==> config.mk <==
export PLATFORM = sky130hd
export DESIGN_NAME = mul_issue_arbiter_flat
export DESIGN_NICKNAME = d
export VERILOG_FILES = /design/src/rtl/mul_issue_arbiter_if.sv /design/src/rtl/mul_issue_arbiter.sv /design/src/flat_wrapper.sv
export SDC_FILE = /design/constraint.sdc
export NUM_CORES = 1
export LEC_CHECK = 0
export ABC_AREA = 0
export CAP_MARGIN = 20
export CORE_AREA = 3 3 212 214
export CTS_BUF_LIST = sky130_fd_sc_hd__clkbuf_16
export CTS_CLUSTER_SIZE = 20
export DETAILED_ROUTE_END_ITERATION = 7
export DIE_AREA = 0 0 215 217
export GPL_TIMING_DRIVEN = 0
export MAX_ROUTING_LAYER = met4
export SYNTH_ARGS = -nofsm -noshare
export SYNTH_HDL_FRONTEND = slang
export SYNTH_SLANG_ARGS = --single-unit
==> constraint.sdc <==
create_clock -name clock -period 2.1 [get_ports clock]
set_input_delay 0.21 -clock clock [delete_from_list [all_inputs] [get_ports clock]]
set_output_delay 0.21 -clock clock [all_outputs]
set_load 0.02 [all_outputs]
==> src/rtl/mul_issue_arbiter_if.sv <==
// Requester, response and multiplier-side signals of mul_issue_arbiter.
// slave: the arbiter's view; master: the environment's view.
interface mul_issue_arbiter_if #(
  parameter int unsigned XLEN  = 64,
  parameter int unsigned TAG_W = 5
);
  logic             req_valid_0;
  logic             req_valid_1;
  logic             req_ready_0;
  logic             req_ready_1;
  logic [3:0]       req_fn_0;
  logic [3:0]       req_fn_1;
  logic             req_dw_0;
  logic             req_dw_1;
  logic [XLEN-1:0]  req_in1_0;
  logic [XLEN-1:0]  req_in1_1;
  logic [XLEN-1:0]  req_in2_0;
  logic [XLEN-1:0]  req_in2_1;
  logic [TAG_W-1:0] req_tag_0;
  logic [TAG_W-1:0] req_tag_1;
  logic             kill_0;
  logic             kill_1;
  logic             resp_valid_0;
  logic             resp_valid_1;
  logic [TAG_W-1:0] resp_tag;
  logic [XLEN-1:0]  resp_data;
  logic             mul_req_valid;
  logic [3:0]       mul_req_fn;
  logic             mul_req_dw;
  logic [XLEN-1:0]  mul_req_in1;
  logic [XLEN-1:0]  mul_req_in2;
  logic [XLEN-1:0]  mul_resp_data;
  logic             busy;

  modport slave (
    input  req_valid_0, req_valid_1, req_fn_0, req_fn_1, req_dw_0, req_dw_1,
    input  req_in1_0, req_in1_1, req_in2_0, req_in2_1, req_tag_0, req_tag_1,
    input  kill_0, kill_1, mul_resp_data,
    output req_ready_0, req_ready_1, resp_valid_0, resp_valid_1, resp_tag,
    output resp_data, mul_req_valid, mul_req_fn, mul_req_dw, mul_req_in1,
    output mul_req_in2, busy
  );

  modport master (
    output req_valid_0, req_valid_1, req_fn_0, req_fn_1, req_dw_0, req_dw_1,
    output req_in1_0, req_in1_1, req_in2_0, req_in2_1, req_tag_0, req_tag_1,
    output kill_0, kill_1, mul_resp_data,
    input  req_ready_0, req_ready_1, resp_valid_0, resp_valid_1, resp_tag,
    input  resp_data, mul_req_valid, mul_req_fn, mul_req_dw, mul_req_in1,
    input  mul_req_in2, busy
  );
endinterface

==> src/rtl/mul_issue_arbiter.sv <==
// Round-robin sequencer sharing one fixed-latency pipelined multiplier
// between two requesters. A delay line of {valid, owner, tag} runs beside
// the multiplier pipe so each result returns to its owner LATENCY cycles
// after issue; per-requester kill squashes that owner's in-flight ops.
// LATENCY must be at least 1.
module mul_issue_arbiter #(
  parameter int unsigned XLEN    = 64,
  parameter int unsigned TAG_W   = 5,
  parameter int unsigned LATENCY = 3
) (
  input logic              clock,
  input logic              reset,
  mul_issue_arbiter_if.slave bus
);

  typedef struct packed {
    logic             v;
    logic             owner;
    logic [TAG_W-1:0] tag;
  } dl_entry_t;

  dl_entry_t        dl [LATENCY];
  logic             rr;
  logic             elig_0, elig_1;
  logic             grant_0, grant_1;
  logic             issue;
  logic             granted_id;
  logic [1:0]       kill_vec;
  logic [TAG_W-1:0] granted_tag;
  logic [XLEN-1:0]  sel_in1, sel_in2;
  logic [3:0]       sel_fn;
  logic             sel_dw;
  logic             any_inflight;
  dl_entry_t        out_e;

  // Eligibility and round-robin grant, decided combinationally in the issue cycle
  always_comb begin
    elig_0     = bus.req_valid_0 & ~bus.kill_0 & ~reset;
    elig_1     = bus.req_valid_1 & ~bus.kill_1 & ~reset;
    grant_0    = elig_0 & (~elig_1 | ~rr);
    grant_1    = elig_1 & (~elig_0 | rr);
    issue      = grant_0 | grant_1;
    granted_id = grant_1;
    kill_vec   = {bus.kill_1, bus.kill_0};
  end

  // Operand/tag mux from the granted requester
  always_comb begin
    sel_fn      = bus.req_fn_0;
    sel_dw      = bus.req_dw_0;
    sel_in1     = bus.req_in1_0;
    sel_in2     = bus.req_in2_0;
    granted_tag = bus.req_tag_0;
    if (granted_id) begin
      sel_fn      = bus.req_fn_1;
      sel_dw      = bus.req_dw_1;
      sel_in1     = bus.req_in1_1;
      sel_in2     = bus.req_in2_1;
      granted_tag = bus.req_tag_1;
    end
  end

  // Round-robin pointer and in-flight delay line; a kill drops the valid of
  // that owner's entries as they advance, the output stage simply retires
  always_ff @(posedge clock) begin
    if (reset) begin
      rr <= 1'b0;
      for (int unsigned k = 0; k < LATENCY; k++) begin
        dl[k].v <= 1'b0;
      end
    end else begin
      if (issue) begin
        rr <= ~granted_id;
      end
      dl[0].v     <= issue;
      dl[0].owner <= granted_id;
      dl[0].tag   <= granted_tag;
      for (int unsigned k = 1; k < LATENCY; k++) begin
        dl[k].v     <= dl[k-1].v & ~kill_vec[dl[k-1].owner];
        dl[k].owner <= dl[k-1].owner;
        dl[k].tag   <= dl[k-1].tag;
      end
    end
  end

  // Response steering and busy indication
  always_comb begin
    out_e        = dl[LATENCY-1];
    any_inflight = 1'b0;
    for (int unsigned k = 0; k < LATENCY; k++) begin
      any_inflight = any_inflight | dl[k].v;
    end
  end

  assign bus.req_ready_0   = grant_0;
  assign bus.req_ready_1   = grant_1;
  assign bus.mul_req_valid = issue;
  assign bus.mul_req_fn    = sel_fn;
  assign bus.mul_req_dw    = sel_dw;
  assign bus.mul_req_in1   = sel_in1;
  assign bus.mul_req_in2   = sel_in2;
  assign bus.resp_valid_0  = out_e.v & ~out_e.owner & ~bus.kill_0 & ~reset;
  assign bus.resp_valid_1  = out_e.v &  out_e.owner & ~bus.kill_1 & ~reset;
  assign bus.resp_tag      = out_e.tag;
  assign bus.resp_data     = bus.mul_resp_data;
  assign bus.busy          = (any_inflight | issue) & ~reset;

endmodule

==> src/flat_wrapper.sv <==
// flat-port wrapper written by rule: the top's interface ports become plain ports
module mul_issue_arbiter_flat 
#(
  parameter int unsigned XLEN    = 64,
  parameter int unsigned TAG_W   = 5,
  parameter int unsigned LATENCY = 3
)
  (clock, reset, bus_req_valid_0, bus_req_valid_1, bus_req_fn_0, bus_req_fn_1, bus_req_dw_0, bus_req_dw_1, bus_req_in1_0, bus_req_in1_1, bus_req_in2_0, bus_req_in2_1, bus_req_tag_0, bus_req_tag_1, bus_kill_0, bus_kill_1, bus_mul_resp_data, bus_req_ready_0, bus_req_ready_1, bus_resp_valid_0, bus_resp_valid_1, bus_resp_tag, bus_resp_data, bus_mul_req_valid, bus_mul_req_fn, bus_mul_req_dw, bus_mul_req_in1, bus_mul_req_in2, bus_busy);
  mul_issue_arbiter_if #(.XLEN(XLEN), .TAG_W(TAG_W)) bus_i ();
  input logic clock;
  input logic reset;
  input wire logic [$bits(bus_i.req_valid_0)-1:0] bus_req_valid_0;
  input wire logic [$bits(bus_i.req_valid_1)-1:0] bus_req_valid_1;
  input wire logic [$bits(bus_i.req_fn_0)-1:0] bus_req_fn_0;
  input wire logic [$bits(bus_i.req_fn_1)-1:0] bus_req_fn_1;
  input wire logic [$bits(bus_i.req_dw_0)-1:0] bus_req_dw_0;
  input wire logic [$bits(bus_i.req_dw_1)-1:0] bus_req_dw_1;
  input wire logic [$bits(bus_i.req_in1_0)-1:0] bus_req_in1_0;
  input wire logic [$bits(bus_i.req_in1_1)-1:0] bus_req_in1_1;
  input wire logic [$bits(bus_i.req_in2_0)-1:0] bus_req_in2_0;
  input wire logic [$bits(bus_i.req_in2_1)-1:0] bus_req_in2_1;
  input wire logic [$bits(bus_i.req_tag_0)-1:0] bus_req_tag_0;
  input wire logic [$bits(bus_i.req_tag_1)-1:0] bus_req_tag_1;
  input wire logic [$bits(bus_i.kill_0)-1:0] bus_kill_0;
  input wire logic [$bits(bus_i.kill_1)-1:0] bus_kill_1;
  input wire logic [$bits(bus_i.mul_resp_data)-1:0] bus_mul_resp_data;
  output wire logic [$bits(bus_i.req_ready_0)-1:0] bus_req_ready_0;
  output wire logic [$bits(bus_i.req_ready_1)-1:0] bus_req_ready_1;
  output wire logic [$bits(bus_i.resp_valid_0)-1:0] bus_resp_valid_0;
  output wire logic [$bits(bus_i.resp_valid_1)-1:0] bus_resp_valid_1;
  output wire logic [$bits(bus_i.resp_tag)-1:0] bus_resp_tag;
  output wire logic [$bits(bus_i.resp_data)-1:0] bus_resp_data;
  output wire logic [$bits(bus_i.mul_req_valid)-1:0] bus_mul_req_valid;
  output wire logic [$bits(bus_i.mul_req_fn)-1:0] bus_mul_req_fn;
  output wire logic [$bits(bus_i.mul_req_dw)-1:0] bus_mul_req_dw;
  output wire logic [$bits(bus_i.mul_req_in1)-1:0] bus_mul_req_in1;
  output wire logic [$bits(bus_i.mul_req_in2)-1:0] bus_mul_req_in2;
  output wire logic [$bits(bus_i.busy)-1:0] bus_busy;
  assign bus_i.req_valid_0 = bus_req_valid_0;
  assign bus_i.req_valid_1 = bus_req_valid_1;
  assign bus_i.req_fn_0 = bus_req_fn_0;
  assign bus_i.req_fn_1 = bus_req_fn_1;
  assign bus_i.req_dw_0 = bus_req_dw_0;
  assign bus_i.req_dw_1 = bus_req_dw_1;
  assign bus_i.req_in1_0 = bus_req_in1_0;
  assign bus_i.req_in1_1 = bus_req_in1_1;
  assign bus_i.req_in2_0 = bus_req_in2_0;
  assign bus_i.req_in2_1 = bus_req_in2_1;
  assign bus_i.req_tag_0 = bus_req_tag_0;
  assign bus_i.req_tag_1 = bus_req_tag_1;
  assign bus_i.kill_0 = bus_kill_0;
  assign bus_i.kill_1 = bus_kill_1;
  assign bus_i.mul_resp_data = bus_mul_resp_data;
  assign bus_req_ready_0 = bus_i.req_ready_0;
  assign bus_req_ready_1 = bus_i.req_ready_1;
  assign bus_resp_valid_0 = bus_i.resp_valid_0;
  assign bus_resp_valid_1 = bus_i.resp_valid_1;
  assign bus_resp_tag = bus_i.resp_tag;
  assign bus_resp_data = bus_i.resp_data;
  assign bus_mul_req_valid = bus_i.mul_req_valid;
  assign bus_mul_req_fn = bus_i.mul_req_fn;
  assign bus_mul_req_dw = bus_i.mul_req_dw;
  assign bus_mul_req_in1 = bus_i.mul_req_in1;
  assign bus_mul_req_in2 = bus_i.mul_req_in2;
  assign bus_busy = bus_i.busy;
  mul_issue_arbiter #(.XLEN(XLEN), .TAG_W(TAG_W), .LATENCY(LATENCY)) u_core (.clock(clock), .reset(reset), .bus(bus_i));
endmodule
After elaboration in Yosys (flattened, before gate mapping)
Memories as Yosys holds them, arrays and structs flattened.
Cells that the tools add are included.
{ "op_classes": {"shifts": 0, "add_sub_neg": 0, "bitwise_logic": 34, "muxes": 15, "n_eq_ne": 0, "mul": 0, "reduce_logical": 0, "div": 0, "magnitude_cmp": 2} }
{ "op_table": {"columns": ["cell", "count"], "rows": [
  ["$mux 64", 2],
  ["$and 1x1->1", 15],
  ["$mux 1", 11],
  ["$not 1->1", 10],
  ["$or 1x1->1", 9],
  ["$mux 5", 1],
  ["$lt 1x2->1 const B", 2],
  ["$mux 4", 1]
]} }
{ "word_totals": {"n_memories": 1, "latchBits": 0, "ff_bits": 1, "ram_bits": 21, "mem_bits_ro": 0, "elab_cells": 53} }
{ "memory_table": {"columns": ["name", "depth", "width", "rd", "rd_ports_with_merged_regs", "write_ports", "line", "source"], "rows": [
  ["u_core.dl", 3, 7, 3, 0, 3, "mul_issue_arbiter.sv:22", "dl_entry_t dl [LATENCY];"]
]} }

Longest topological paths before layout
Gate-level depths: netlist (run 1).
{ "depth": {"ltp_word": 9, "ltp_mapped": 6, "mapped_depth_nobuf": 3} }

Least setup slack after synthesis (run 1)
OpenSTA, ideal clock, no wires.
{ "synth_path": {"path_type": "register to output", "startpoint": "register u_core.rr", "endpoint": "output port bus_mul_req_in2[59]", "required_time_ps": 1890, "stages_incl_launch_ff": 7, "n_path_buf": 3, "arrival_ps": 1579, "setup_slack_ps": 311, "cell_sequence": "dfxtp_1 -> or3b_1 -> buf_2 -> nand2_4 -> buf_12 -> buf_12 -> mux2_1"} }
{ "synth_between": {"elab_chain_len": 3} }
{ "synth_lines": {"columns": ["element", "line", "source"], "rows": [
  ["from (decl)", "mul_issue_arbiter.sv:23", "logic rr;"],
  ["from (signal assigned)", "mul_issue_arbiter.sv:73", "rr <= ~granted_id;"],
  ["$or 1x1->1", "mul_issue_arbiter.sv:41", "grant_1 = elig_1 & (~elig_0 | rr);"],
  ["$and 1x1->1", "mul_issue_arbiter.sv:41", null],
  ["$mux 64", "mul_issue_arbiter.sv:54", "if (granted_id) begin"],
  ["to (decl)", "flat_wrapper.sv:37", "output wire logic [$bits(bus_i.mul_req_in2)-1:0] bus_mul_req_in2;"]
]} }
No other way between the ends.

Final worst setup path (run 1)
{ "layout_path": {"startpoint": "register u_core.rr", "endpoint": "output port bus_mul_req_in1[30]"} }
{ "layout_between": {"elab_chain_len": 3} }
{ "layout_lines": {"columns": ["element", "line", "source"], "rows": [
  ["$or 1x1->1", "mul_issue_arbiter.sv:41", null],
  ["$and 1x1->1", "mul_issue_arbiter.sv:41", null],
  ["$mux 64", "mul_issue_arbiter.sv:54", null],
  ["to (decl)", "flat_wrapper.sv:36", "output wire logic [$bits(bus_i.mul_req_in1)-1:0] bus_mul_req_in1;"]
]} }
No other way between the ends.

==> results of run 1 <==
==> kinds of logic (layout without fill, tap and decap cells) <==
logic type,count (synthesis),in the layout,synth area share (%)
DFF,22,22,18.9
muxes,135,135,51.5
and+or+nand+nor,29,29,5.64
other,0,1,0
buffers and inverters,90,603,22.1
AOI/OAI and AO/OA,9,9,1.87
==> final cells by class <==
type	count	share of cell area, %
inverters	4	0.161
diodes	1	0.0269
repair buffers	511	54.0
clock inverters	1	0.323
flip-flops and latches	22	6.69
plain buffers	84	8.14
well taps	585	7.87
multi-input cells	173	22.0
clock buffers	3	0.807
==> worst min-delay path: stages <==
cell and delay [ns]:
clkbuf_2 0.15, mux2i_1 0.08, and3_1 0.17
==> final timing paths <==
path,to,cells past startpoint
max,bus_mul_req_in1[30],5
min reg2reg,u_core.dl[2][0]$_DFFE_PN_,0
max reg2reg,u_core.dl[0][5]$_DFFE_PN_,6
min,u_core.dl[2][6]$_SDFF_PP0_,3
==> Yosys cell counts (2+ instances only) <==
master | n | area, sq um
a21oi_1 | 2 | 10.0
mux2_1 | 2 | 22.5
nand3_1 | 5 | 25.0
inv_1 | 3 | 11.3
o211ai_1 | 5 | 37.5
mux2i_1 | 2 | 20.0
buf_4 | 77 | 578
nor3_1 | 2 | 10.0
nand2b_1 | 2 | 12.5
mux2_2 | 85 | 957
nand2_1 | 5 | 18.8
edfxtp_1 | 18 | 541
buf_12 | 6 | 120
clkbuf_1 | 2 | 7.51
mux2_4 | 46 | 691
dfxtp_1 | 4 | 80.1
nor2b_1 | 6 | 37.5
and3_1 | 2 | 12.5
==> layout by cell type (no fill, tap or decap), types with 2 or more instances in the layout <==
master	synthesis	final
clkdlybuf4s50_1	0	349
buf_4	77	84
buf_6	0	75
mux2_4	46	71
mux2_2	85	60
buf_2	1	33
dlygate4sd2_1	0	18
edfxtp_1	18	18
clkbuf_2	0	10
buf_12	6	9
buf_8	0	7
nor2b_1	6	6
nand3_1	5	5
o211ai_1	5	5
nand2_1	5	5
inv_1	3	3
clkbuf_16	0	3
buf_16	0	3
clkdlybuf4s15_2	0	3
dfxtp_1	4	3
mux2_1	2	2
nand2b_1	2	2
nor3_1	2	2
a21oi_1	2	2
mux2i_1	2	2
and3_1	2	2
dlymetal6s2s_1	0	2
==> routing by layer <==
layer	GRT usage (%)	share of wire [%]
met1	9.60	40
met2	14.1	53
met3	1.28	6.4
met4	0.925	0.80
met5	-	0
==> registers in the layout, indices dropped and copies added, names as in the netlist <==
register,cells
u_core.rr,1
u_core.dl,21
==> power by group through the flow <==
stage / Combinational (W) / Clock (W) / Sequential, W
floorplan: 0.000792 / 0 / 0.000514
global placement: 0.00190 / 0 / 0.000516
detailed placement: 0.00191 / 0 / 0.000517
CTS: 0.00191 / 0.000538 / 0.000508
global route: 0.00204 / 0.000551 / 0.000510
finish: 0.00195 / 0.000531 / 0.000508
==> stage by stage <==
stage / area [sq um] / power (W)
after floorplan: 3280 / 0.00131
after global placement: 8910 / 0.00242
after detailed placement: 8910 / 0.00243
after CTS: 9200 / 0.00296
after global routing: 9300 / 0.00310
final: 9300 / 0.00298
==> what timing repair did <==
item,4_1_cts,5_1_grt
endpoints found under the setup margin,138,136
gates cloned,3,0
pin swaps,2,1
setup buffers,16,3
gates resized for setup,542,159
==> flow_summary.ini, run 1 <==
[status]
status = finished, violations left
failed_checks = setup timing

[global_route]
overflow = 0
track_usage_pct = 7.88
grt_pass1_wl_mm = 27.7
grt_start_max_net_pins = 26
antenna_found_initial = 2
grt_pass1_vias = 4617

[synthesis]
yosys_warnings = 0
synth-edff-count = 18
ys_seq_elements = 22
ys_seq_area_share_pct = 18.9
synthFlopType = edfxtp_1
async_flop_share_pct = 0
syn_area_sq_um = 3280
synth_fp_nets = 631
netlist_instances = 285
yosys.cell_types.count = 29
avgSynthCellArea_sq_um = 11.5

[worst_setup_path]
end_kind = output port
startpoint_type = flip-flop
cp.arrival_ns = 2.02
path_buf_inv = 2
path_cells = or3b_4, nand2_8, buf_8, mux2_2, dlygate4sd2_1
worstPathRequired_ns = 1.89
rr_startpoint = u_core.rr$_SDFFE_PP0P_
crit_fanout = 10
max_stage_delay_ns = 0.41
rrSetupSlack_ns = 0.47
crit_start = u_core.rr$_SDFFE_PP0P_
crit_slowest_cell = or3b_4
critical_path_class = flip-flop to output port
crit_family = simple AND/OR/NAND/NOR gates

[sta]
max-slew-margin-rel_pct = 47.8
fmax_ghz = 0.448
hold_viol = 0
rsz0062_at_grt = yes
setup_slack_ns = -0.131
fin_tns_setup_ns = -6.98
fin_crit_sh_pct = 106
skew_ns = 0.00260
worst_pin_slew_ns = 0.778
setup_viol = 101
drv_slew = 0
holdWs_ns = 0.403
min_period_ns = 2.23

[routing]
routed_wirelength_mm = 20.2
vias = 4171
post_drt_wl_per_cell_um = 14.6
vias_per_cell = 3.01
route.detailed.drc = 0
dr.pass1.iters = 4
drt_iter0_markers = 115
drtAntennaViolNets = 0

[placed_design]
dp.cells = 1359
pre_cts_slack_ns = -1.09
io_buffers = 489
gp_congestion = 0.772
hpwl_mm = 18.0

[die]
chipHeight_um = 217
die_x_um = 215
core_sq_um = 43100
die_area_sq_um = 46700
start_util_pct = 7.62
rows = 76
io_pins = 554

[layout]
fillCellCount = 4663
area_growth_pct = 183
final_cells = 1384
final_core_util_pct = 21.6
drive_gt1_share_pct = 45.6
final_nets = 1145
multi_input_area_sq_um = 2040
ff_latch_area_sq_um = 622

[run]
maxCapViolCount = 0

[power_and_ir_drop]
internal_power_w = 0.00208
sw_frac_of_total_pct = 30.4
combPwrFrac_pct = 65.2
power_frac_seq_pct = 17.0
p_leak_nw = 4.04
ir_drop_uv = 246
power.switching_w = 0.000908
p_clk_share_pct = 17.8
p_per_area_nw_per_um2 = 321

[clocking]
clock_path_buffers = 2
clk_pin_slew_worst_paths_ns = 0.06
ctsHoldBuffers = 0
tritoncts = built
numCtsBuffers = 3
htreeDepth = 1
cts.sinks = 22
worstSkewPairLatency_ns = 0.25
cts-root-buf = clkbuf_16

[min_path]
hold_class = input port to flip-flop
hp-start = bus_kill_0
Note: power is estimated with default switching activity, not from simulation.
==> inputs of run 2 (changes only) <==
--- a/config.mk
+++ b/config.mk
@@ -12,6 +12,7 @@
 export CTS_CLUSTER_SIZE = 20
 export DETAILED_ROUTE_END_ITERATION = 7
 export DIE_AREA = 0 0 215 217
+export DONT_BUFFER_PORTS = 1
 export GPL_TIMING_DRIVEN = 0
 export MAX_ROUTING_LAYER = met4
 export SYNTH_ARGS = -nofsm -noshare
==> run 2 against run 1 <==
Effect of this change:
- the run now ends clean
- critical path depth grew 1
- final cell count shrank 36%
- non-clock buffer count shrank 500
- worst hold slack lost 0.26 ns
- design area shrank 50%
- fmax grew 8.3%
- via count shrank 42%
- core utilization shrank 11 points
- sequential power is essentially flat
- largest cell class is now multi-input gates
- combinational power shrank 48%
- clock skew is essentially flat
- global-route usage shrank 1.9 points
==> flow_summary.ini, run 2 (synthesis results as in run 1) <==
[sta]
fin_tns_setup_ns = 0
setup_slack_ns = 0.0397
hold_viol = 0
min_period_ns = 2.06
max-slew-margin-rel_pct = 33.5
skew_ns = 0.00228
drv_slew = 0
fmax_ghz = 0.485
worst_pin_slew_ns = 0.983
rsz0062_at_grt = yes
fin_crit_sh_pct = 98.1
setup_viol = 0

[status]
status = finished clean

[routing]
route.met3.wl_mm = 1.42
post_drt_wl_per_cell_um = 18.5
route.detailed.drc = 0
dr_wl_met2_mm = 8.16
vias_per_cell = 2.74
vias = 2431
m1WireLength_mm = 6.69
dr.max_layer_used = met4
drtAntennaViolNets = 0
routed_wirelength_mm = 16.4
drt_iter0_markers = 76
dr.pass1.iters = 4

[worst_setup_path]
path_buf_inv = 3
end_kind = output port
crit_slowest_cell = or3b_4
crit_family = simple AND/OR/NAND/NOR gates
startpoint_type = flip-flop
worstPathRequired_ns = 1.89
crit_fanout = 5
cp_common_cell = buf_12
path_cells = or3b_4, nand2_8, buf_12, buf_12, clkbuf_16, mux2_4
cp.arrival_ns = 1.85
critical_path_class = flip-flop to output port
max_stage_delay_ns = 0.42

[layout]
area_growth_pct = 41.1
final_nets = 645
final_area_sq_um = 4630
drive_gt1_share_pct = 78.2
final_cells = 888
top_register = u_core.dl
final_cell_mix = mux2_4, buf_4, edfxtp_1, buf_12, mux2_2
reg.largest.list = u_core.dl x21, u_core.rr x1
final_common_cell = mux2_4
largest_register_ffs = 21

[power_and_ir_drop]
power_w = 0.00191
sw_frac_of_total_pct = 37.6
combPwrFrac_pct = 53.1
p_per_area_nw_per_um2 = 413
ir_drop_uv = 269
power_frac_seq_pct = 26.6
power.switching_w = 0.000720
internal_power_w = 0.00119
p_clk_share_pct = 20.4
p_leak_nw = 2.11

[run]
maxCapViolCount = 0

[die]
die_x_um = 215
start_util_pct = 7.62
die_area_sq_um = 46700
rows = 76
io_pins = 554
core_sq_um = 43100
chipHeight_um = 217

[clocking]
ctsHoldBuffers = 0
cts-root-buf = clkbuf_16
clk_pin_slew_worst_paths_ns = 0.06
tritoncts = built
htreeDepth = 1
cts.sinks = 22
worstSkewPairLatency_ns = 0.25
numCtsBuffers = 3
clock_path_buffers = 2

[global_route]
grt_start_max_net_pins = 26
track_usage_pct = 5.95
grt_pass1_vias = 2530
overflow = 0
grt_pass1_wl_mm = 19.4
antenna_found_initial = 4

[placed_design]
gp_congestion = 0.902
placed_cell_area_sq_um = 4020
io_buffers = 0
hpwl_mm = 14.4
pre_cts_slack_ns = -0.0737
dp.cells = 870

[min_path]
hold_class = input port to flip-flop
[run 2: worst register-to-register path, delay by kind of cell (launching register included)]
family / cells / cell delay, ns
buffers and inverters: 4 / 0.49
flip-flops: 1 / 0.31
AND/OR/NAND/NOR: 2 / 0.54
[run 2: layout make-up]
cell class	count	area (sq um)
Sequential cell	22	622
Buffer	83	739
Antenna cell	5	12.5
Fill cell	4892	38400
Clock buffer	3	75.1
Tap cell	585	732
Multi-Input combinational cell	173	2220
Inverter	4	15.0
Timing Repair Buffer	12	210
Clock inverter	1	3.75
[run 2: timing repair]
item                       4_1_cts  5_1_grt
setup endpoints to repair      134      130
buffers inserted                10        0
resized for setup               96        1
cloned                           2        1
[run 2: per-layer routing]
layer  vias up  GRT usage (%)
li1        987              -
met1      1196           7.92
met2       242           9.21
met3         6           1.59
met4         0          0.991
met5         -              -
[run 2: path summary, 6_finish.rpt]
path,startpoint,end,slack [ns],depth (start not counted)
worst min register to register,u_core.dl[1][0]$_DFFE_PN_,u_core.dl[2][0]$_DFFE_PN_,0.42,0
worst max-delay path,u_core.rr$_SDFFE_PP0P_,bus_mul_req_in1[18],0.04,6
worst min-delay path,reset,u_core.dl[1][0]$_DFFE_PN_,0.15,1
worst max register to register,u_core.rr$_SDFFE_PP0P_,u_core.dl[0][5]$_DFFE_PN_,0.52,6
[run 2: power by group through the flow]
stage          sequential, W  combinational [W]  clock [W]
2_1_floorplan       0.000514           0.000792          0
3_3_place_gp        0.000516           0.000899          0
3_5_place_dp        0.000518           0.000899          0
4_1_cts             0.000508            0.00102   0.000398
5_1_grt             0.000511            0.00105   0.000415
6_report            0.000508            0.00102   0.000390
[run 2: per-stage QoR]
| step | utilization, % | hold WS, ns |
|---|---|---|
| after floorplan | - | 0.400 |
| after global placement | 9.32 | 0.404 |
| after detailed placement | 9.32 | 0.405 |
| after CTS | 10.7 | 0.140 |
| after global routing | 10.7 | 0.139 |
| final | 10.8 | 0.145 |
==> inputs of run 3 (changes only) <==
--- a/config.mk
+++ b/config.mk
@@ -12,7 +12,6 @@
 export CTS_CLUSTER_SIZE = 20
 export DETAILED_ROUTE_END_ITERATION = 7
 export DIE_AREA = 0 0 215 217
-export DONT_BUFFER_PORTS = 1
 export GPL_TIMING_DRIVEN = 0
 export MAX_ROUTING_LAYER = met4
 export SYNTH_ARGS = -nofsm -noshare
==> results of run 3 <==
Final layout, timing and power as in run 1 (identical DEF).
